==> src/rtl/alu_pkg.sv <==
// Shared constants, types and decode helper for the ALU issue/writeback controller.
package alu_pkg;

  localparam int unsigned DEF_DATA_W = 32;
  localparam int unsigned DEF_NREGS  = 32;
  localparam int unsigned OP_W       = 5;
  localparam int unsigned FUNCT_W    = 6;

  // ALU op codes presented on alu_op
  localparam logic [OP_W-1:0] A_NOP = 5'd0;
  localparam logic [OP_W-1:0] A_ADD = 5'd1;
  localparam logic [OP_W-1:0] A_SUB = 5'd2;
  localparam logic [OP_W-1:0] A_AND = 5'd3;
  localparam logic [OP_W-1:0] A_OR  = 5'd4;
  localparam logic [OP_W-1:0] A_XOR = 5'd5;
  localparam logic [OP_W-1:0] A_NOR = 5'd6;

  // MIPS R-type funct field values
  localparam logic [FUNCT_W-1:0] F_ADD  = 6'h20;
  localparam logic [FUNCT_W-1:0] F_ADDU = 6'h21;
  localparam logic [FUNCT_W-1:0] F_SUB  = 6'h22;
  localparam logic [FUNCT_W-1:0] F_SUBU = 6'h23;
  localparam logic [FUNCT_W-1:0] F_AND  = 6'h24;
  localparam logic [FUNCT_W-1:0] F_OR   = 6'h25;
  localparam logic [FUNCT_W-1:0] F_XOR  = 6'h26;
  localparam logic [FUNCT_W-1:0] F_NOR  = 6'h27;

  typedef enum logic [1:0] {
    IDLE = 2'd0,
    EXEC = 2'd1,
    WB   = 2'd2
  } state_e;

  typedef struct packed {
    logic [OP_W-1:0] op;
    logic            illegal;
  } decode_t;

  // Map funct to ALU op; anything undecoded becomes NOP and is flagged illegal
  function automatic decode_t decode_funct(input logic [FUNCT_W-1:0] funct);
    decode_t d;
    d.op      = A_NOP;
    d.illegal = 1'b0;
    case (funct)
      F_ADD, F_ADDU: d.op = A_ADD;
      F_SUB, F_SUBU: d.op = A_SUB;
      F_AND:         d.op = A_AND;
      F_OR:          d.op = A_OR;
      F_XOR:         d.op = A_XOR;
      F_NOR:         d.op = A_NOR;
      default:       d.illegal = 1'b1;
    endcase
    return d;
  endfunction

endpackage

==> src/rtl/regfile_32x32.sv <==
// Register file: three combinational read ports, one synchronous write port, r0 fixed at zero.
module regfile_32x32 #(
  parameter int unsigned DATA_W = 32,
  parameter int unsigned NREGS  = 32,
  localparam int unsigned AW    = $clog2(NREGS)
) (
  input  logic              clk,
  input  logic              rst,
  input  logic              we,
  input  logic [AW-1:0]     waddr,
  input  logic [DATA_W-1:0] wdata,
  input  logic [AW-1:0]     rs_addr,
  output logic [DATA_W-1:0] rs_rdata,
  input  logic [AW-1:0]     rt_addr,
  output logic [DATA_W-1:0] rt_rdata,
  input  logic [AW-1:0]     dbg_addr,
  output logic [DATA_W-1:0] dbg_rdata
);

  logic [DATA_W-1:0] mem_q [NREGS];
  logic [DATA_W-1:0] mem_d [NREGS];

  // Next array contents: single write, writes to r0 are dropped
  always_comb begin
    mem_d = mem_q;
    if (we && (waddr != '0)) begin
      mem_d[waddr] = wdata;
    end
  end

  // Storage with asynchronous clear
  always_ff @(posedge clk or posedge rst) begin
    if (rst) begin
      for (int unsigned i = 0; i < NREGS; i++) begin
        mem_q[i] <= '0;
      end
    end else begin
      mem_q <= mem_d;
    end
  end

  assign rs_rdata  = (rs_addr  == '0) ? '0 : mem_q[rs_addr];
  assign rt_rdata  = (rt_addr  == '0) ? '0 : mem_q[rt_addr];
  assign dbg_rdata = (dbg_addr == '0) ? '0 : mem_q[dbg_addr];

endmodule

==> src/rtl/alu_issue_ctrl.sv <==
// Issue/writeback controller driving an external combinational ALU from an internal register file.
module alu_issue_ctrl
  import alu_pkg::*;
#(
  parameter int unsigned DATA_W = DEF_DATA_W,
  parameter int unsigned NREGS  = DEF_NREGS,
  localparam int unsigned AW    = $clog2(NREGS)
) (
  input  logic               clk,
  input  logic               rst,
  input  logic               instr_valid,
  output logic               instr_ready,
  input  logic [FUNCT_W-1:0] instr_funct,
  input  logic [AW-1:0]      instr_rs,
  input  logic [AW-1:0]      instr_rt,
  input  logic [AW-1:0]      instr_rd,
  input  logic               init_we,
  input  logic [AW-1:0]      init_addr,
  input  logic [DATA_W-1:0]  init_wdata,
  output logic [DATA_W-1:0]  alu_a,
  output logic [DATA_W-1:0]  alu_b,
  output logic [OP_W-1:0]    alu_op,
  input  logic [DATA_W-1:0]  alu_out,
  output logic               done,
  output logic [AW-1:0]      done_rd,
  output logic [DATA_W-1:0]  done_result,
  output logic               illegal,
  input  logic [AW-1:0]      dbg_raddr,
  output logic [DATA_W-1:0]  dbg_rdata
);

  state_e            state_q, state_d;
  logic [DATA_W-1:0] alu_a_q, alu_a_d;
  logic [DATA_W-1:0] alu_b_q, alu_b_d;
  logic [OP_W-1:0]   alu_op_q, alu_op_d;
  logic [AW-1:0]     rd_q, rd_d;
  logic              ill_q, ill_d;
  logic              done_q, done_d;
  logic              illegal_q, illegal_d;
  logic [AW-1:0]     done_rd_q, done_rd_d;
  logic [DATA_W-1:0] done_result_q, done_result_d;

  logic              rf_we;
  logic [AW-1:0]     rf_waddr;
  logic [DATA_W-1:0] rf_wdata;
  logic [DATA_W-1:0] rs_rdata, rt_rdata;
  decode_t           dec;

  regfile_32x32 #(
    .DATA_W (DATA_W),
    .NREGS  (NREGS)
  ) u_rf (
    .clk       (clk),
    .rst       (rst),
    .we        (rf_we),
    .waddr     (rf_waddr),
    .wdata     (rf_wdata),
    .rs_addr   (instr_rs),
    .rs_rdata  (rs_rdata),
    .rt_addr   (instr_rt),
    .rt_rdata  (rt_rdata),
    .dbg_addr  (dbg_raddr),
    .dbg_rdata (dbg_rdata)
  );

  assign dec = decode_funct(instr_funct);

  // Next-state, ALU drive, retire outputs and register-file write mux
  always_comb begin
    state_d       = state_q;
    alu_a_d       = alu_a_q;
    alu_b_d       = alu_b_q;
    alu_op_d      = alu_op_q;
    rd_d          = rd_q;
    ill_d         = ill_q;
    done_d        = 1'b0;
    illegal_d     = 1'b0;
    done_rd_d     = done_rd_q;
    done_result_d = done_result_q;
    rf_we         = 1'b0;
    rf_waddr      = init_addr;
    rf_wdata      = init_wdata;

    case (state_q)
      IDLE: begin
        if (instr_valid) begin
          alu_a_d  = rs_rdata;
          alu_b_d  = rt_rdata;
          alu_op_d = dec.op;
          rd_d     = instr_rd;
          ill_d    = dec.illegal;
          state_d  = EXEC;
        end else if (init_we) begin
          // Preload only when no instruction is being accepted
          rf_we = 1'b1;
        end
      end
      EXEC: begin
        done_result_d = ill_q ? '0 : alu_out;
        done_rd_d     = rd_q;
        done_d        = 1'b1;
        illegal_d     = ill_q;
        state_d       = WB;
      end
      WB: begin
        rf_we    = ~ill_q;
        rf_waddr = done_rd_q;
        rf_wdata = done_result_q;
        state_d  = IDLE;
      end
      default: begin
        state_d = IDLE;
      end
    endcase
  end

  // State and output registers
  always_ff @(posedge clk or posedge rst) begin
    if (rst) begin
      state_q       <= IDLE;
      alu_a_q       <= '0;
      alu_b_q       <= '0;
      alu_op_q      <= A_NOP;
      rd_q          <= '0;
      ill_q         <= 1'b0;
      done_q        <= 1'b0;
      illegal_q     <= 1'b0;
      done_rd_q     <= '0;
      done_result_q <= '0;
    end else begin
      state_q       <= state_d;
      alu_a_q       <= alu_a_d;
      alu_b_q       <= alu_b_d;
      alu_op_q      <= alu_op_d;
      rd_q          <= rd_d;
      ill_q         <= ill_d;
      done_q        <= done_d;
      illegal_q     <= illegal_d;
      done_rd_q     <= done_rd_d;
      done_result_q <= done_result_d;
    end
  end

  assign instr_ready = (state_q == IDLE);
  assign alu_a       = alu_a_q;
  assign alu_b       = alu_b_q;
  assign alu_op      = alu_op_q;
  assign done        = done_q;
  assign illegal     = illegal_q;
  assign done_rd     = done_rd_q;
  assign done_result = done_result_q;

endmodule

==> config.mk <==
export PLATFORM = sky130hd
export DESIGN_NAME = alu_issue_ctrl
export DESIGN_NICKNAME = d
export VERILOG_FILES = /design/src/rtl/alu_pkg.sv /design/src/rtl/regfile_32x32.sv /design/src/rtl/alu_issue_ctrl.sv
export SDC_FILE = /design/constraint.sdc
export NUM_CORES = 2
export LEC_CHECK = 0
export CAP_MARGIN = 20
export CELL_PAD_IN_SITES_DETAIL_PLACEMENT = 0
export CELL_PAD_IN_SITES_GLOBAL_PLACEMENT = 1
export CORE_MARGIN = 2
export CORE_UTILIZATION = 38
export CTS_BUF_LIST = sky130_fd_sc_hd__clkbuf_4 sky130_fd_sc_hd__clkbuf_8
export CTS_CLUSTER_SIZE = 20
export DETAILED_ROUTE_END_ITERATION = 8
export PLACE_DENSITY_LB_ADDON = 0.08
export RECOVER_POWER = 100
export SLEW_MARGIN = 20
export SYNTH_ARGS = -nofsm -noshare
export SYNTH_HDL_FRONTEND = slang
export SYNTH_SLANG_ARGS = --single-unit
==> constraint.sdc <==
create_clock -name clk -period 50.6 [get_ports clk]
set_clock_uncertainty 0.15 [all_clocks]
set_input_delay 5.06 -clock clk [delete_from_list [all_inputs] [get_ports clk]]
set_output_delay 5.06 -clock clk [all_outputs]
set_load 0.005 [all_outputs]
; ---- Yosys cells after proc, flatten, opt, wreduce, memory -nomap -nowiden
; Cells that the tools add are included.
[totals]
regBits = 1140
in_bits = 99
output_inout_bits = 141
wordCells = 101
[op_classes]
magnitude_cmp = 5
n_eq_ne = 11
n_mux = 27
n_reduce_logical = 11
bitwise_logic = 5
[ops]
columns = cell, n
row1 = $bwmux W1024, 1
row2 = $bmux W32 S5, 3
row3 = $mux W32, 12
row4 = $demux W32 S5, 1
row5 = $eq A6 B6 Y1 const B, 8
row6 = $ge A6 B6 Y1 const B, 4
row7 = $not A5 Y6, 4
row8 = $pmux W3 S6, 1
row9 = $logic_not A5 Y1, 3
row10 = $reduce_or A8 Y1, 1
row11 = $lt A6 B1 Y1 const B, 1
row12 = $mux W1, 5
row13 = $mux W5, 1
row14 = $reduce_bool A5 Y1, 1
row15 = $pmux W2 S2, 1
row16 = $reduce_or A2 Y1, 2
row17 = $eq A2 B1 Y1 const B, 1
row18 = $eq A2 B2 Y1 const B, 1
row19 = $logic_and A1 B1 Y1, 2
row20 = $logic_not A2 Y1, 1
row21 = $mux W2, 1
row22 = $ne A2 B2 Y1 const B, 1
row23 = $pmux W1 S2, 1
row24 = $reduce_and A2 Y1, 1
row25 = $not A1 Y1, 1

; ---- Depth between registers and ports, before layout
[logic_depth]
word_depth = 8
ltp_mapped = 10
mapped_depth_nobuf = 6

; ---- By module
; From an unflattened synthesis, not the netlist that was laid out.
[hier_totals]
cells_unflattened = 4817
hier_area_um2 = 68077.8
[by_module_without_submodules]
columns = mod, cells_per_inst, area_per_inst_um2, n_inst, seq_area_each_um2
row1 = regfile_32x32, 4434, 63236.9, 1, 25624.6
row2 = alu_issue_ctrl, 383, 4840.9, 1, 2852.7

; ---- Least setup slack after synthesis
; OpenSTA, ideal clock, no wires.
[synth_timing]
path_type = in2out
from = input dbg_raddr[0]
to = output dbg_rdata[10]
setup_slack_ns = 38.207
path_buffers = 3
stages = 7
t_arrival_ns = 7.183
path_cell_list = clkbuf_1 buf_2 buf_1 mux4_2 mux4_2 nand2_1 o21ai_0
[synth_via]
elab_chain_len = 5
elab_cells_between_ends = 6
classes_between = mux (4) / bitwise (1) / reduce/logical (1)
[synth_rtl]
columns = item, line
row1 = from (decl), alu_issue_ctrl.sv:28  ; input logic [AW-1:0] dbg_raddr,
row2 = $not A5 Y6 (not written as such), regfile_32x32.sv:44  ; assign dbg_rdata = (dbg_addr == '0) ? '0 : mem_q[dbg_addr];
row3 = $bmux W32 S5, regfile_32x32.sv:44
row4 = $mux W32 (not written as such) (2 in series), regfile_32x32.sv:44
row5 = $mux W32 (*), regfile_32x32.sv:44
row6 = to (decl), alu_issue_ctrl.sv:29  ; output logic [DATA_W-1:0] dbg_rdata
; Mark *: on every way between the ends. The rest lies on a longest branch, timed or not. The select of a mux whose other input is x is not followed.

; ---- Worst setup path after layout
[layout_timing]
from = input dbg_raddr[2]
to = output dbg_rdata[21]
; Same word-level chain as after synthesis.

==> flow_summary_export.csv <==
group,metric,value,unit
die,die_y,419,um
yosys,synth.top_cell.area_share,43.6,%
global_routing,gr-usage-all-layers,31.5,%
run_status,violations,"max-capacitance violations, max-slew violations",
die,initial_core_util,38.2,%
power_and_ir_drop,switchingPower,1060,uW
yosys,synth_commonest_cells,"dfrtp_1, nand2_1, mux4_2",
die,die-area,175000,um2
detailed_routing,drt_pass1_iterations,7,
power_and_ir_drop,switching_share,33.4,%
clock_tree,cts_tree,"built",
clock_tree,ctsHtreeMaxLevel,4,
global_routing,grt_max_degree,114,
clock_tree,post_cts_resize_count,0,
yosys,ys_async_sr_fraction,100,%
critical_path,worstPathArrival,17.32,ns
critical_path,endpoint_kind,"output port",
cells_and_area,final_area,73500,um2
global_routing,grt_pass1_wl,391,mm
detailed_routing,wl_per_cell,34.1,um
power_and_ir_drop,p_comb_share,25.9,%
detailed_routing,drc,0,
detailed_routing,vias_per_cell,6.27,
yosys,yosys_most_used_dff,"dfrtp_1",
critical_path,cpMaxStageDelayCell,"clkbuf_1",
power_and_ir_drop,p_seq_share,43.3,%
global_routing,use_met2,47.1,%
global_routing,grt_overflow,0,
die,rows,152,
critical_path,start_kind,"input port",
sta,hold_viol,0,
clock_tree,cts_sinks,1138,
detailed_routing,drt-initial-drc-count,5608,
yosys,syn_inst,5727,
cells_and_area,stdcell_count,8099,
run,maxCapViolations,85,
sta,slew-limit-headroom,-391,%
critical_path,cp_max_fo,51,
die,die_x,419,um
critical_path,slowest_delay,5.02,ns
placed_design,pre_cts_ws,35.84,ns
detailed_routing,ant_nets,0,
die,ios,240,
sta,slew_viol_final,3455,
placed_design,port_buffers,237,
global_routing,grt_pass1_vias,50070,
critical_path,crit_type,"input port to output port",
global_routing,grtUsageMet3,5.69,%
sta,period_needed,22.53,ns
placed_design,place_inst,7727,
yosys,ys_ff_latch,1138,
power_and_ir_drop,power.internal,2110,uW
clock_tree,path_clk_slew,0.06,ns
placed_design,place_area,69500,um2
sta,fmax,0.0444,GHz
power_and_ir_drop,powerDensity,43.2,nW/um2
placed_design,dpl.hpwl,158,mm
yosys,synth_edf_count,0,
sta,rsz0062_at_grt,"no",
clock_tree,postCtsSetupBuffers,0,
yosys,synth_top_area_cell,"dfrtp_1",
critical_path,r2r_cells,6,
power_and_ir_drop,max-vdd-ir-drop,0.0307,mV
clock_tree,clock-root-buffer,"clkbuf_8",
sta,fin_ws,28.07,ns
clock_tree,hold_buffers,0,
sta,fin_crit_sh,44.5,%
placed_design,gp_congestion,0.821,
yosys,ys_types,56,
detailed_routing,wirelength,276,mm
yosys,ys_warn_count,0,
detailed_routing,vias,50776,
worst_hold_path,hold_path.class,"flop to flop",
critical_path,cp.required,45.39,ns
die,coreArea,171000,um2
power_and_ir_drop,p_leak,0.0318,uW
sta,setup-violations-final,0,
cells_and_area,layout-drive-gt1-share,20.4,%
yosys,syn_avg_cell_area,11.4,um2
sta,setup_tns,0,ns
global_routing,grt.busiest_layer,"met2",
yosys,synth_area,65300,um2
clock_tree,cts_inserted_buffers,207,
yosys,ys_seq_area_share,43.6,%
global_routing,met1_usage,45.6,%
global_routing,grt_antenna_before_repair,9,
cells_and_area,area_growth,12.6,%
clock_tree,clock_path_buffers,3,
clock_tree,insertion_delay,0.96,ns
yosys,synth.most_common_cell,"dfrtp_1",
worst_hold_path,holdPathStages,0,
sta,hold_slack,0.267,ns
run_status,outcome,"finished with violations",
cells_and_area,fin_nets,5803,
yosys,post_synth_main_area_contributors,"dfrtp_1, mux4_2, mux2i_1",
power_and_ir_drop,clkPwrFrac,30.8,%
sta,worstMarginPinSlew,7.37,ns
critical_path,crit_top_cell,"clkbuf_1",
critical_path,path_cells,"clkbuf_1 -> clkbuf_1 -> o41ai_1 -> clkbuf_1 -> o21ai_0 -> dlygate4sd3_1",
==> cell usage in the layout, fill, tap and decap left out, types with 64 or more instances in the layout <==
| cell type | n |
|---|---|
| o22ai_1 | 94 |
| mux4_2 | 644 |
| buf_4 | 93 |
| nand2_1 | 742 |
| dfrtp_1 | 1138 |
| a22o_1 | 126 |
| mux2i_1 | 474 |
| nor2_1 | 330 |
| dlygate4sd3_1 | 168 |
| a21oi_1 | 346 |
| a211oi_1 | 64 |
| inv_1 | 135 |
| o21ai_0 | 637 |
| clkbuf_1 | 77 |
| clkbuf_8 | 273 |
==> state kept, by name, summed over array words and instances, names as in the netlist <==
register     flops
alu_a           32
alu_b           32
alu_op           3
done             1
done_rd          5
done_result     32
ill_q            1
illegal          1
rd_q             5
state_q          2
u_rf.mem_q    1024
==> final cells by class <==
cell class | count | area [um2]
well taps | 2233 | 2790
diodes | 4 | 10.0
clock inverters | 39 | 389
flip-flops and latches | 1138 | 28500
clock buffers | 328 | 4170
multi-input cells | 3814 | 33700
repair buffers | 405 | 3410
fillers | 16245 | 97700
inverters | 138 | 519
==> path summary, 6_finish.rpt <==
kind / end / start / slack, ns
setup / recovery: dbg_rdata[21] / dbg_raddr[2] / 28.07
hold / removal: u_rf.mem_q[1023] / u_rf.mem_q[1023] / 0.27
setup reg to reg: u_rf.mem_q[618] / state_q[1] / 43.01
hold reg to reg: u_rf.mem_q[1023] / u_rf.mem_q[1023] / 0.27
max in group asynchronous: u_rf.mem_q[836] / rst / 31.55
min in group asynchronous: u_rf.mem_q[758] / rst / 6.06
==> critical path: cells and delay by family <==
| family | cells | cell delay [ns] |
|---|---|---|
| AO/OA/AOI/OAI | 2 | 3.41 |
| buffers and inverters | 4 | 8.76 |
==> stage by stage <==
stage	utilization, %	power [uW]
2_1_floorplan	-	1880
3_3_place_gp	40.6	2200
3_5_place_dp	40.6	2210
4_1_cts	43.3	3200
5_1_grt	42.9	3330
6_report	42.9	3180
==> routing by layer <==
metal | share of wire (%) | up-vias
met2 | 44 | 2414
met1 | 44 | 26481
li1 | - | 21355
met5 | 0 | -
met4 | 4.3 | 0
met3 | 7.6 | 526
==> power by group through the flow <==
stage | clock, uW | sequential, uW | combinational (uW)
floorplan | 0 | 1290 | 595
global placement | 0 | 1380 | 817
detailed placement | 0 | 1380 | 834
CTS | 997 | 1360 | 837
global route | 1030 | 1400 | 896
finish | 977 | 1380 | 824
==> cells by family (layout without fill, tap and decap cells) <==
| logic type | Yosys count | count (layout) | share of synthesized area (%) |
|---|---|---|---|
| AOI/OAI and AO/OA | 1487 | 1487 | 13.7 |
| and+or+nand+nor | 1168 | 1168 | 7.61 |
| muxes | 1156 | 1156 | 30.1 |
| DFF | 1138 | 1138 | 43.6 |
| buffers and inverters | 776 | 910 | 4.99 |
| other | 1 | 6 | 0.00574 |
| xor gates and xnor gates | 1 | 1 | 0.0134 |
Power figures use the tool's default switching activity.
